[config.mk]
export PLATFORM = sky130hd
export DESIGN_NAME = param_sync_fifo
export DESIGN_NICKNAME = d
export VERILOG_FILES = /design/src/rtl/param_sync_fifo.sv
export SDC_FILE = /design/constraint.sdc
export NUM_CORES = 1
export LEC_CHECK = 0
export CORE_MARGIN = 2
export CORE_UTILIZATION = 55
export DETAILED_ROUTE_END_ITERATION = 12
export GPL_ROUTABILITY_DRIVEN = 0
export PLACE_DENSITY = 0.79
export SLEW_MARGIN = 25
export SYNTH_ARGS = -nofsm -noshare
export SYNTH_HDL_FRONTEND = slang
export SYNTH_SLANG_ARGS = --single-unit
[constraint.sdc]
create_clock -name clk -period 4.14 [get_ports clk]
set_input_delay 0.621 -clock clk [delete_from_list [all_inputs] [get_ports clk]]
set_output_delay 0.621 -clock clk [all_outputs]
set_load 0.1 [all_outputs]
[src/rtl/param_sync_fifo.sv]
// Parameterised single-clock FIFO with count, programmable almost-full/empty flags and overflow/underflow pulses.
// Optional first-word-fall-through output stage is enabled by defining FWFT_EN.
module param_sync_fifo #(
   parameter int DATA_W   = 32,
   parameter int ADDR_W   = 3,
   parameter int AF_LEVEL = (2**ADDR_W) - 2,
   parameter int AE_LEVEL = 2
) (
   input  logic              clk,
   input  logic              rst_n,
   input  logic              wr_en,
   input  logic [DATA_W-1:0] wr_data,
   input  logic              rd_en,
   output logic [DATA_W-1:0] rd_data,
   output logic              full,
   output logic              empty,
   output logic              almost_full,
   output logic              almost_empty,
   output logic [ADDR_W:0]   count,
   output logic              overflow,
   output logic              underflow
);

   localparam int              DEPTH    = 2**ADDR_W;
   localparam logic [ADDR_W:0] LP_DEPTH = DEPTH[ADDR_W:0];
   localparam logic [ADDR_W:0] LP_AF    = AF_LEVEL[ADDR_W:0];
   localparam logic [ADDR_W:0] LP_AE    = AE_LEVEL[ADDR_W:0];

   logic [DATA_W-1:0] r_mem [DEPTH];
   logic [ADDR_W:0]   r_wptr;
   logic [ADDR_W:0]   r_rptr;
   logic [ADDR_W:0]   r_count;
   logic [DATA_W-1:0] r_rd_data;
   logic              r_ovf;
   logic              r_unf;

   logic              w_full;
   logic              w_empty;
   logic              w_wr_acc;
   logic              w_rd_acc;

   assign w_full   = (r_count == LP_DEPTH);
   assign w_wr_acc = wr_en && !w_full;
   assign w_rd_acc = rd_en && !w_empty;

`ifdef FWFT_EN
   // Head word lives in r_rd_data; count still includes it, so memory never holds more than DEPTH.
   logic r_out_valid;
   logic w_mem_ne;
   logic w_load;

   assign w_empty  = !r_out_valid;
   assign w_mem_ne = (r_wptr != r_rptr);
   assign w_load   = w_mem_ne && (!r_out_valid || w_rd_acc);

   always_ff @(posedge clk or negedge rst_n) begin
      if (!rst_n) begin
         r_out_valid <= 1'b0;
         r_rptr      <= '0;
         r_rd_data   <= '0;
      end else if (w_load) begin
         r_out_valid <= 1'b1;
         r_rptr      <= r_rptr + 1'b1;
         r_rd_data   <= r_mem[r_rptr[ADDR_W-1:0]];
      end else if (w_rd_acc) begin
         r_out_valid <= 1'b0;
      end
   end
`else
   assign w_empty = (r_count == '0);

   always_ff @(posedge clk or negedge rst_n) begin
      if (!rst_n) begin
         r_rptr    <= '0;
         r_rd_data <= '0;
      end else if (w_rd_acc) begin
         r_rptr    <= r_rptr + 1'b1;
         r_rd_data <= r_mem[r_rptr[ADDR_W-1:0]];
      end
   end
`endif

   always_ff @(posedge clk) begin
      if (w_wr_acc) begin
         r_mem[r_wptr[ADDR_W-1:0]] <= wr_data;
      end
   end

   always_ff @(posedge clk or negedge rst_n) begin
      if (!rst_n) begin
         r_wptr  <= '0;
         r_count <= '0;
         r_ovf   <= 1'b0;
         r_unf   <= 1'b0;
      end else begin
         r_ovf <= wr_en && w_full;
         r_unf <= rd_en && w_empty;
         if (w_wr_acc) begin
            r_wptr <= r_wptr + 1'b1;
         end
         case ({w_wr_acc, w_rd_acc})
            2'b10:   r_count <= r_count + 1'b1;
            2'b01:   r_count <= r_count - 1'b1;
            default: r_count <= r_count;
         endcase
      end
   end

   assign rd_data      = r_rd_data;
   assign full         = w_full;
   assign empty        = w_empty;
   assign almost_full  = (r_count >= LP_AF);
   assign almost_empty = (r_count <= LP_AE);
   assign count        = r_count;
   assign overflow     = r_ovf;
   assign underflow    = r_unf;

endmodule

==> results.cfg, run 1 <==
[synth]
netlist.top_cell.by_area = edfxtp_1
synthCells = 653
synth-edff-count = 256
yosysSeqAreaShare = 0.753
synth.lib_cells_used.distinct = 37
yosys_most_used_dff = edfxtp_1
async_reset_ff_frac = 0.147
syn-num-nets = 694
synth_warnings = 0
netlist.area_leader.share = 0.658
synthMostInstantiatedCell = edfxtp_1
syn-mean-instance-area_um2 = 17.9
count_of_state_elements_after_synthesis = 300
netlist_top_cells_count = 256 x edfxtp_1, 65 x mux2_2, 64 x mux2i_1
synthTopCellsByArea = edfxtp_1 66%, dfrtp_1 9.4%, mux2_2 6.3%
syn-cell-area_um2 = 11700

[layout]
area_of_combinational_cells_with_multiple_inputs_um2 = 2700
layout.area.seq_um2 = 8790
post-route-util = 0.654
post_layout_cell_count = 1037
antenna-diode-count = 0
design_area_um2 = 13700
drive_above_1_share = 0.202
num-fill-cells = 1399
area_growth_syn_to_layout_pct = 17.4
fin_nets = 780

[global_routing]
grt_pass1_wl_um = 34400
grt_start_max_net_pins = 67
number_of_antenna_violations_at_the_first_check_in_global_routing = 0
grt_remaining_overflow = 0
vias_in_the_first_global_route = 6297
globalRouteTotalUtil = 0.200

[worst_setup_path]
worst_path_largest_cell_delay_ps = 1180
worst_r2r_endpoint = r_mem[7][16]
r2r_start = count[0]
critical_path_buf_inv_count = 1
worstSetupEndpoint = full
crit_family = buffers and inverters
worstRegToRegCells = 5
cp-end-kind = output pin
arrival_ps = 2600
startpoint_type = register
crit_path_cell_trace = nor4b_4, clkdlybuf4s50_1
cp_max_delay_cell = clkdlybuf4s50_1
worstSetupPathType = reg -> out
crit_path_launch = count[2]
reg2reg_slack_ps = 1480
crit_fanout = 9
cp.depth = 2
cp_data_required_time_ps = 3520

[timing]
slew_headroom = 0.338
grt_setup_unrepaired = false
final_critical_path_setup_slack_ps = 918
finalHoldViolations = 0
final_min_period_over_clock_period = 0.778
setup-violations-final = 0
timing.final.crit_period_ps = 3220
finalSetupTns_ps = 0
fmax_mhz = 310
fin_worst_hold_slack_ps = 101
worstMarginPinSlew_ps = 990
worst_clock_skew_ps = 10.6
final_slew_viol_count = 0

[flow_run]
timing.max_cap.violations = 0

[cts]
cts-resized-gates = 0
clock_latency_ps = 540
hold_buffers = 0
cts_post_setup_buffers_inserted = 0
clockRootBuffer = clkbuf_16
cts.sink_count = 300
h-tree-depth = 1
clockBufferDepth = 3
tritoncts_clock_tree = done
path_clk_slew_ps = 70
cts_buffers = 29

[pwr]
power_leakage_nw = 4.78
power.ir.vdd_worst_mv = 0.640
cellPowerDensity_nw_per_um2 = 809
p_total_mw = 11.1

[route]
detailedRoute.firstPassIterationCount = 6
detail_route.iter0.violations = 406
viasPerCell = 5.78
routed_wirelength_um = 22300
routedWlPerCell_um = 21.5
route.antenna.remaining_nets = 0
drcViolationCount = 0
dr_total_vias = 5996

[die]
placement_rows = 53
initial_core_util = 0.557
fp.dieArea_um2 = 22400
io_pins = 78
die_w_um = 150
die-height_um = 150
design.core.area_um2 = 21000

[placed_design]
dpl.cell_count = 981
numPortBuffers = 77
dpl_cell_area_um2 = 12700
place_ws_ps = 1090
place_hpwl_um = 12800

[status]
status = complete, no violations

[worst_hold_path]
holdCritPathClass = in -> async
cell type report:
type	count	share of cell area
flip-flops and latches	300	0.642
multi-input cells	314	0.197
repair buffers	92	0.0681
clock buffers	42	0.0616
well taps	275	0.0251
clock inverters	12	0.00648
inverters	2	0.000548
how the worst min path moves through the flow:
stage | endpoint | depth (start not counted)
CTS | rd_data[17] | 1
floorplan | count[0] | 0
global placement | rd_data[4] | 2
finish | rd_data[21] | 1
global route | rd_data[21] | 1
detailed placement | rd_data[24] | 2
registers in the layout, summed over array words and instances, names as in the netlist:
signal	flops
count	4
r_mem	256
r_wptr	3
underflow	1
overflow	1
r_rptr	3
rd_data	32
power breakdown:
group	switching, mW	total (mW)	internal (mW)
clock network	1.07	2.54	1.47
logic	2.87	4.25	1.38
registers	0.408	4.30	3.89
total	4.34	11.1	6.75
kinds of logic after synthesis:
group                    synth area share
flip-flops                          0.753
buffers and inverters              0.0243
adder cells (fa/ha/maj)           0.00536
AND/OR/NAND/NOR                    0.0285
AO/OA/AOI/OAI                      0.0656
multiplexers                        0.118
XOR/XNOR                          0.00600
layer usage:
layer / part of all wire / global-route usage
met3: 0.049 / 0.0293
met4: 0.018 / 0.0585
met5: 0 / 0
met1: 0.42 / 0.268
met2: 0.52 / 0.344
cells in the final DEF, fill, tap and decap left out, types with 2 or more instances in the layout:
cell	synthesis	final
a21oi_1	2	2
a221o_1	10	10
a22oi_1	13	13
a22oi_2	9	9
and2_1	2	2
buf_16	0	2
buf_4	3	13
clkbuf_1	8	6
clkbuf_16	0	29
clkbuf_8	0	7
clkdlybuf4s50_1	0	76
clkinv_2	0	10
dfrtp_1	44	43
edfxtp_1	256	256
ha_1	5	5
inv_2	2	2
mux2_2	65	65
mux2i_1	64	64
nand2_1	45	45
nand2b_1	5	5
nor2_4	0	7
nor3_4	0	2
nor3b_1	2	2
o21ai_1	32	32
o221ai_1	22	22
o22ai_1	10	10
xnor2_1	4	4
xor2_1	4	4
No activity file was read; power rests on OpenSTA's default activity.
==> run 2: changes to the inputs <==
--- a/config.mk
+++ b/config.mk
@@ -6,10 +6,10 @@
 export NUM_CORES = 1
 export LEC_CHECK = 0
 export CORE_MARGIN = 2
-export CORE_UTILIZATION = 55
+export CORE_UTILIZATION = 53
 export DETAILED_ROUTE_END_ITERATION = 12
 export GPL_ROUTABILITY_DRIVEN = 0
-export PLACE_DENSITY = 0.79
+export PLACE_DENSITY = 0.8
 export SLEW_MARGIN = 25
 export SYNTH_ARGS = -nofsm -noshare
 export SYNTH_HDL_FRONTEND = slang
==> constraint.sdc (replaced) <==
create_clock -name clk -period 2.9 [get_ports clk]
set_input_delay 0.435 -clock clk [delete_from_list [all_inputs] [get_ports clk]]
set_output_delay 0.435 -clock clk [all_outputs]
set_load 0.1 [all_outputs]
==> run 2 against run 1 <==
Effect of this change:
- via count rose by 1.1%
- cell count rose by 1.2%
- core utilization fell by 2.1 points
- die area rose by 3.7%
- combinational power rose by 45%
- flip-flop and latch count did not move
- routed wire length rose by 3.2%
- worst hold slack improved by 390 ps
- global-route usage fell by 0.28 points
- sequential power rose by 42%
- clock power rose by 43%
- total power rose by 43%
- critical endpoint is now count[2]
- largest power group is now combinational cells
==> results.cfg, run 2 (synthesized netlist as in run 1, its figures left out) <==
[status]
status = complete, no violations

[cts]
hold_buffers = 1
clockBufferDepth = 3
tritoncts_clock_tree = done
clockRootBuffer = clkbuf_16
cts_buffers = 28
clock_latency_ps = 530
path_clk_slew_ps = 70
cts_post_setup_buffers_inserted = 0
cts.sink_count = 300
h-tree-depth = 1
cts-resized-gates = 0

[layout]
area_growth_syn_to_layout_pct = 18.0
number_of_flip_flops_in_the_largest_register = 256
layout.cells.most_common_list = 256 x edfxtp_1, 65 x mux2_2, 64 x mux2i_1
num-fill-cells = 1463
fin_nets = 788
antenna-diode-count = 0
drive_above_1_share = 0.273
commonest_non_fill_non_tap_cell_in_the_layout = edfxtp_1

[global_routing]
globalRouteTotalUtil = 0.197
grt_start_max_net_pins = 67
vias_in_the_first_global_route = 6433
grt_pass1_wl_um = 36000
grt_remaining_overflow = 0
number_of_antenna_violations_at_the_first_check_in_global_routing = 0

[timing]
finalHoldViolations = 0
final_min_period_over_clock_period = 0.808
fmax_mhz = 427
finalSetupTns_ps = 0
worstMarginPinSlew_ps = 804
timing.final.crit_period_ps = 2340
slew_headroom = 0.464
worst_clock_skew_ps = 12.4
setup-violations-final = 0
final_slew_viol_count = 0
grt_setup_unrepaired = false
fin_worst_hold_slack_ps = 488

[pwr]
seq_power_share = 0.385
total_switching_power_mw = 6.25
p_total_mw = 15.9
clkPwrFrac = 0.228
power.ir.vdd_worst_mv = 0.661
power_leakage_nw = 4.87
power_frac_comb = 0.387
power_report.internal_total_mw = 9.65
cellPowerDensity_nw_per_um2 = 1150
swShare = 0.393

[worst_setup_path]
worstSetupPathType = reg -> reg
cp_data_required_time_ps = 3360
crit_fanout = 9
startpoint_type = register
cp-end-kind = register
critPathMostFrequentCell = xor2_1
arrival_ps = 2800
worst_path_largest_cell_delay_ps = 550
crit_path_cell_trace = nor4b_4, nor2b_4, inv_2, ha_4, xor2_1, ha_2, a21oi_2, xor2_1, nor2_1, xor2_1
cp_max_delay_cell = dfrtp_4

[route]
drcViolationCount = 0
detail_route.iter0.violations = 500
route.antenna.remaining_nets = 0
routedWlPerCell_um = 22.0
routed_wirelength_um = 23100
viasPerCell = 5.78
detailedRoute.firstPassIterationCount = 5
dr_total_vias = 6063

[die]
die-height_um = 152
io_pins = 78
fp.dieArea_um2 = 23200
design.core.area_um2 = 21800
die_w_um = 152
placement_rows = 54
initial_core_util = 0.537

[placed_design]
place_hpwl_um = 13800
numPortBuffers = 77

[worst_hold_path]
holdCritPathClass = in -> async

[flow_run]
timing.max_cap.violations = 0
-- run 2: layer usage --
metal  up-vias  wire length, um  GRT usage
met1      3103             9720      0.257
met5         -                0          0
met3        35              956     0.0267
met4         0              396     0.0525
li1       2762                -          -
met2       163            12000      0.352
-- run 2: power by group through the flow --
stage	clock (mW)	combinational [mW]	sequential [mW]
2_1_floorplan	0	3.09	7.82
3_3_place_gp	0	6.05	6.13
3_5_place_dp	0	6.17	6.19
4_1_cts	3.67	6.20	6.12
5_1_grt	3.84	6.47	6.20
6_report	3.62	6.16	6.12
-- run 2: worst paths after layout --
| kind | startpoint | slack (ps) | to | cells past startpoint |
|---|---|---|---|---|
| min reg2reg | rd_data[15] | 490 | rd_data[15] | 2 |
| max | count[2] | 560 | count[2] | 10 |
| min | rst_n | 490 | count[0] | 2 |
| max reg2reg | count[2] | 560 | count[2] | 10 |
| min in group clk | rd_data[15] | 490 | rd_data[15] | 2 |
| max in group asynchronous | rst_n | 1750 | rd_data[24] | 3 |
-- run 2: cell type report --
| cell class | count | area, um^2 | area share |
|---|---|---|---|
| repair buffers | 101 | 931 | 0.0675 |
| inverters | 2 | 12.5 | 0.000908 |
| flip-flops and latches | 300 | 8800 | 0.639 |
| clock inverters | 10 | 101 | 0.00735 |
| clock buffers | 42 | 826 | 0.0599 |
| multi-input cells | 314 | 2760 | 0.200 |
| well taps | 280 | 350 | 0.0254 |
-- run 2: critical path, delay by kind of cell (launching register included) --
kind	cells	cell delay, ps
buffers and inverters	1	150
adder cells (fa/ha/maj)	2	390
AO/OA/AOI/OAI	1	40
XOR/XNOR	3	460
AND/OR/NAND/NOR	3	670
flip-flops	1	550
-- run 2: stage by stage --
stage | utilization | worst slack, ps | instance area (um^2) | cells
after floorplan | - | -609 | 11800 | 653
after global placement | 0.590 | 495 | 12800 | 996
after detailed placement | 0.590 | 491 | 12800 | 996
after CTS | 0.634 | 570 | 13800 | 1049
after global routing | 0.634 | 392 | 13800 | 1049
final | 0.634 | 558 | 13800 | 1049
